`src/rtl/mdv_wr.sv`:
```
// mdv_wr: microdrive tape write engine that paces bytes from a one-deep holding register into an image RAM
// Ports:
//   clk, reset_n         system clock, synchronous active-low reset
//   ce                   tape pacing clock enable; BYTE_TICKS enables make one byte slot
//   sel, wr_gate, erase  drive select and mctrl write-gate / erase-head controls
//   start_pos, img_len   head address sampled at burst start, image length (wrap point)
//   tx_wr, tx_data       CPU write strobe and byte into the holding register
//   tx_empty             holding register empty
//   busy                 burst (WRITE or ERASE) in progress
//   ram_addr/dout/we     image RAM write port, one clk strobe per slot
//   underrun, overrun    sticky error flags, cleared at burst start
//   csum                 running checksum of data bytes; only built with MDV_WR_CSUM_EN, else 0
module mdv_wr #(
  parameter int BYTE_TICKS = 6,
  parameter int AW = 17
) (
  input  logic          clk,
  input  logic          reset_n,
  input  logic          ce,
  input  logic          sel,
  input  logic          wr_gate,
  input  logic          erase,
  input  logic [AW-1:0] start_pos,
  input  logic [AW-1:0] img_len,
  input  logic          tx_wr,
  input  logic [7:0]    tx_data,
  output logic          tx_empty,
  output logic          busy,
  output logic [AW-1:0] ram_addr,
  output logic [7:0]    ram_dout,
  output logic          ram_we,
  output logic          underrun,
  output logic          overrun,
  output logic [15:0]   csum
);
  localparam logic [1:0] S_IDLE = 2'd0, S_ERASE = 2'd1, S_WRITE = 2'd2;
  localparam logic [7:0] LAST_TICK = 8'(BYTE_TICKS - 1);
  logic [1:0]    r_state;
  logic [7:0]    r_tick, r_hold, r_dout;
  logic [AW-1:0] r_addr, r_ram_addr;
  logic          r_full, r_seen, r_under, r_over, r_we, r_prev_gate;
  logic          w_gate, w_erase_req, w_start_wr, w_start_er, w_start, w_stay;
  logic          w_slot, w_wslot, w_consume, w_load;
  logic [AW-1:0] w_next_addr;
  assign w_gate      = sel && wr_gate;
  assign w_erase_req = sel && erase && !wr_gate;
  // a write burst needs a fresh gate edge, so a gate held through reset cannot restart one
  assign w_start_wr  = (r_state == S_IDLE) && w_gate && !r_prev_gate;
  assign w_start_er  = (r_state == S_IDLE) && !w_start_wr && w_erase_req;
  assign w_start     = w_start_wr || w_start_er;
  assign w_stay      = ((r_state == S_WRITE) && w_gate) || ((r_state == S_ERASE) && w_erase_req);
  assign w_slot      = w_stay && ce && (r_tick == LAST_TICK);
  assign w_wslot     = w_slot && (r_state == S_WRITE);
  assign w_consume   = w_wslot && r_full;
  // a consuming slot frees the register on the same clk, so a coincident tx_wr is accepted
  assign w_load      = tx_wr && (!r_full || w_consume);
  assign w_next_addr = (r_addr == img_len - AW'(1)) ? '0 : r_addr + AW'(1);
  always_ff @(posedge clk) begin
    r_prev_gate <= w_gate;
    if (!reset_n) begin
      r_state    <= S_IDLE;
      r_tick     <= '0;
      r_addr     <= '0;
      r_ram_addr <= '0;
      r_dout     <= '0;
      r_hold     <= '0;
      r_full     <= 1'b0;
      r_seen     <= 1'b0;
      r_under    <= 1'b0;
      r_over     <= 1'b0;
      r_we       <= 1'b0;
    end else begin
      r_state <= w_start_wr ? S_WRITE : w_start_er ? S_ERASE : w_stay ? r_state : S_IDLE;
      r_we    <= w_slot;
      if (w_start) begin
        r_addr  <= start_pos;
        r_tick  <= '0;
        r_seen  <= 1'b0;
        r_under <= 1'b0;
        r_over  <= 1'b0;
      end else if (w_stay && ce) begin
        r_tick <= w_slot ? '0 : r_tick + 8'd1;
      end
      if (w_slot) begin
        r_ram_addr <= r_addr;
        r_dout     <= w_consume ? r_hold : 8'h00;
        r_addr     <= w_next_addr;
      end
      if (w_consume) r_seen <= 1'b1;
      if (w_wslot && !r_full && r_seen) r_under <= 1'b1;
      if (tx_wr && !w_load) r_over <= 1'b1;
      if (w_load) r_hold <= tx_data;
      r_full <= w_load || (r_full && !w_consume);
    end
  end
`ifdef MDV_WR_CSUM_EN
  logic [15:0] r_csum;
  always_ff @(posedge clk) begin
    if (!reset_n) r_csum <= '0;
    else if (w_start) r_csum <= 16'h0F0F;
    else if (w_consume) r_csum <= r_csum + {8'h00, r_hold};
  end
  assign csum = r_csum;
`else
  assign csum = 16'h0000;
`endif
  assign tx_empty = !r_full;
  assign busy     = (r_state != S_IDLE);
  assign ram_addr = r_ram_addr;
  assign ram_dout = r_dout;
  assign ram_we   = r_we;
  assign underrun = r_under;
  assign overrun  = r_over;
endmodule

```
`config.mk`:
```
export PLATFORM = sky130hd
export DESIGN_NAME = mdv_wr
export DESIGN_NICKNAME = d
export VERILOG_FILES = /design/src/rtl/mdv_wr.sv
export SDC_FILE = /design/constraint.sdc
export NUM_CORES = 1
export LEC_CHECK = 0
export CAP_MARGIN = 40
export CORE_ASPECT_RATIO = 0.6
export CORE_MARGIN = 5
export CORE_UTILIZATION = 50
export CTS_CLUSTER_SIZE = 28
export DETAILED_ROUTE_END_ITERATION = 10
export HOLD_SLACK_MARGIN = 0.06
export PLACE_DENSITY = 0.89
export SLEW_MARGIN = 10
export SYNTH_ARGS = -nofsm -noshare
export SYNTH_HDL_FRONTEND = slang
export SYNTH_SLANG_ARGS = --single-unit
```
`constraint.sdc`:
```
create_clock -name clk -period 5.3 [get_ports clk]
set_input_delay 1.06 -clock clk [delete_from_list [all_inputs] [get_ports clk]]
set_output_delay 1.06 -clock clk [all_outputs]
set_load 0.005 [all_outputs]
```
==> qor.csv <==
metric;value;unit
routed vias/inst;5.85;
area share of the largest cell type after synthesis;0.363;
Antenna Cells;0;
crit-path max cell delay;0.60;ns
CTS tree;done;
Root Driver;clkbuf_16;
Port Buffers;78;
final setup vio count;0;
Die H;76.1;µm
global-route wire length before repair;16700;µm
gate count of the mapped netlist;451;
Slew Viols, Final;0;
die width;120;µm
crit path kind;primary input to flip-flop;
number of max-cap violations;0;
area grow syn2layout;28.7;%
DR WL/cell;17.0;µm
RSZ-0062 raised after global routing;no;
#FFs+latches synth;66;
hold path depth;2;
DP Area;4360;µm²
TritonCTS Buffers;9;
Core Region;7180;µm²
row count;24;
Clock Latency Late Sink;0.33;ns
CP arrival;4.41;ns
vias in the first global route;3296;
Via Count;3565;
worst slew pin tran;0.867;ns
commonest cells after routing, fill and taps aside;78 x clkdlybuf4s50_1, 66 x dfxtp_1, 65 x nand2_1;
Final nets;567;
aggregate global routing overflow;0;
post-layout instance area;4680;µm²
post-DP HPWL;7580;µm
Slew HR;0.422;
CTS clk-pin slew, worst paths;0.06;ns
Worst Path Buf+Inv;2;
Synth async-reset ratio;0;
LEAKAGE;1.78;nW
slowest library cell on the worst path;or4b_1;
largest net degree at the start of global routing;34;
ANT nets after route;0;
Initial DRC Count;423;
crit end category;flip-flop;
Pwr Density;281;nW/µm²
CP top delay family;simple AND/OR/NAND/NOR gates;
final setup TNS;0;ns
Seq/Total Area, Yosys;0.363;
routed wire length;10400;µm
cts repair resizes;0;
netlist area before placement;3640;µm²
DRC;0;
Clock Path Buffers;2;
Hold Buf Count CTS;0;
peak supply drop;0.181;mV
Levels on crit path;10;
f_max;237;MHz
commonest non-fill, non-tap cell in the layout;clkdlybuf4s50_1;
reg2reg path depth;8;
Layout Skew;0.00776;ns
IO Count;95;
starting density of the core;0.507;
CTS Sinks;66;
ranking of synthesized cells by area;dfxtp_1 36%, nand2_1 6.7%, nor2_1 4.1%;
initial antenna violation count;0;
Post-synth EDFFs;0;
placed instance count;594;
Post-synth top flop;dfxtp_1;
Worst Path Required;5.49;ns
final hold vios;0;
setup repair bufs after CTS;0;
crit path cell chain;clkdlybuf4s50_1 -> inv_1 -> ha_1 -> or4b_1 -> nor4b_1 -> o21ai_0 -> a31o_1 -> a2111o_1 -> nor2_1 -> a2111oi_1;
Final min period;4.22;ns
post-synth top area cell;dfxtp_1;
Min-Delay Path Class;flip-flop to flip-flop;
final worst-path cycle share;0.796;
FILL cells;606;
drt pass-1 iters;5;
Avg Inst Size Synth;8.06;µm²
die area;9130;µm²
total power;0.00131;W
gp weighted congestion;0.943;
Critical Path Fanout Max;14;
outcome;finished clean;
Final Non-Filler Cells;609;
H-Tree Depth;3;
Distinct cells, synth;54;
layout cells sized above 1;0.0521;
Total GRT Usage;0.224;
Ys Warns;0;
crit start category;primary input;
[sequential cells by signal (all words and copies together), names as in the netlist]
name,flops
underrun,1
r_tick,8
r_addr,17
ram_addr,17
ram_we,1
r_prev_gate,1
overrun,1
ram_dout,8
r_full,1
r_state,2
r_seen,1
r_hold,8
[metrics by stage]
stage | hold WS, ns | utilization | setup slack [ns]
finish | 0.451 | 0.652 | 1.08
global route | 0.480 | 0.652 | 0.910
CTS | 0.455 | 0.652 | 1.13
detailed placement | 0.448 | 0.608 | 0.812
global placement | 0.442 | 0.608 | 0.953
floorplan | 0.448 | - | 1.79
[power breakdown]
part,total (W),internal (W),switching [W]
clock,0.000635,0.000421,0.000214
combinational,0.000143,0.0000729,0.0000704
sequential,0.000535,0.000511,0.0000240
total,0.00131,0.00100,0.000309
[worst min-delay path, delay by kind of cell (launching register included)]
family / cells / cell delay [ns]
DFF: 1 / 0.30
AOI/OAI and AO/OA: 1 / 0.05
and+or+nand+nor: 1 / 0.05
[path summary, 6_finish.rpt]
path,from,endpoint,slack (ns)
setup / recovery,img_len[0],r_addr[16]$_SDFFE_PN0P_,1.08
hold / removal,ram_addr[10]$_SDFFE_PN0P_,ram_addr[10]$_SDFFE_PN0P_,0.45
setup reg to reg,r_state[1]$_SDFFE_PN0P_,r_addr[4]$_SDFFE_PN0P_,2.25
hold reg to reg,ram_addr[10]$_SDFFE_PN0P_,ram_addr[10]$_SDFFE_PN0P_,0.45
[cell usage after synthesis (2+ instances only)]
cell / n
a2111o_1: 2
a211oi_1: 3
a21oi_1: 27
a22o_1: 8
a22oi_1: 12
a2bb2oi_1: 2
and2_1: 3
and3_1: 10
and4_1: 3
buf_2: 5
buf_4: 17
buf_6: 2
clkbuf_1: 18
clkbuf_2: 2
dfxtp_1: 66
ha_1: 4
inv_1: 9
mux2i_1: 12
nand2_1: 65
nand2b_1: 2
nand3_1: 13
nand4_1: 7
nor2_1: 40
nor2b_1: 8
nor3_1: 17
nor4_1: 7
nor4b_1: 4
o211ai_1: 2
o21a_1: 3
o21ai_0: 10
o221ai_2: 5
o22ai_1: 8
o32ai_1: 3
or2_2: 2
or3_1: 3
or4_1: 3
xnor2_1: 14
xor2_1: 14
[cell type report]
| cell class | count | area, µm² | share of cell area |
|---|---|---|---|
| clock inverter | 5 | 78.8 | 0.0168 |
| sequential | 66 | 1320 | 0.282 |
| tap | 91 | 114 | 0.0243 |
| multi-input combinational | 345 | 2080 | 0.444 |
| clock buffer | 10 | 239 | 0.0511 |
| timing repair buffer | 82 | 811 | 0.173 |
| inverter | 10 | 37.5 | 0.00802 |
[cells by family after synthesis]
group	count (synthesis)	synth area share
simple gates	192	0.257
fa+ha+maj	4	0.0138
mux	13	0.0361
compound gates	92	0.180
buf+inv	55	0.0809
flops	66	0.363
other cells	1	0.00103
xor+xnor	28	0.0674
[metal layers]
metal | track usage | vias to the layer above | part of all wire
met3 | 0.0645 | 20 | 0.11
met4 | 0.0743 | 0 | 0.014
met1 | 0.319 | 1675 | 0.46
met2 | 0.325 | 180 | 0.42
met5 | 0 | - | 0
li1 | - | 1690 | -
(Power assumes the default switching activity.)
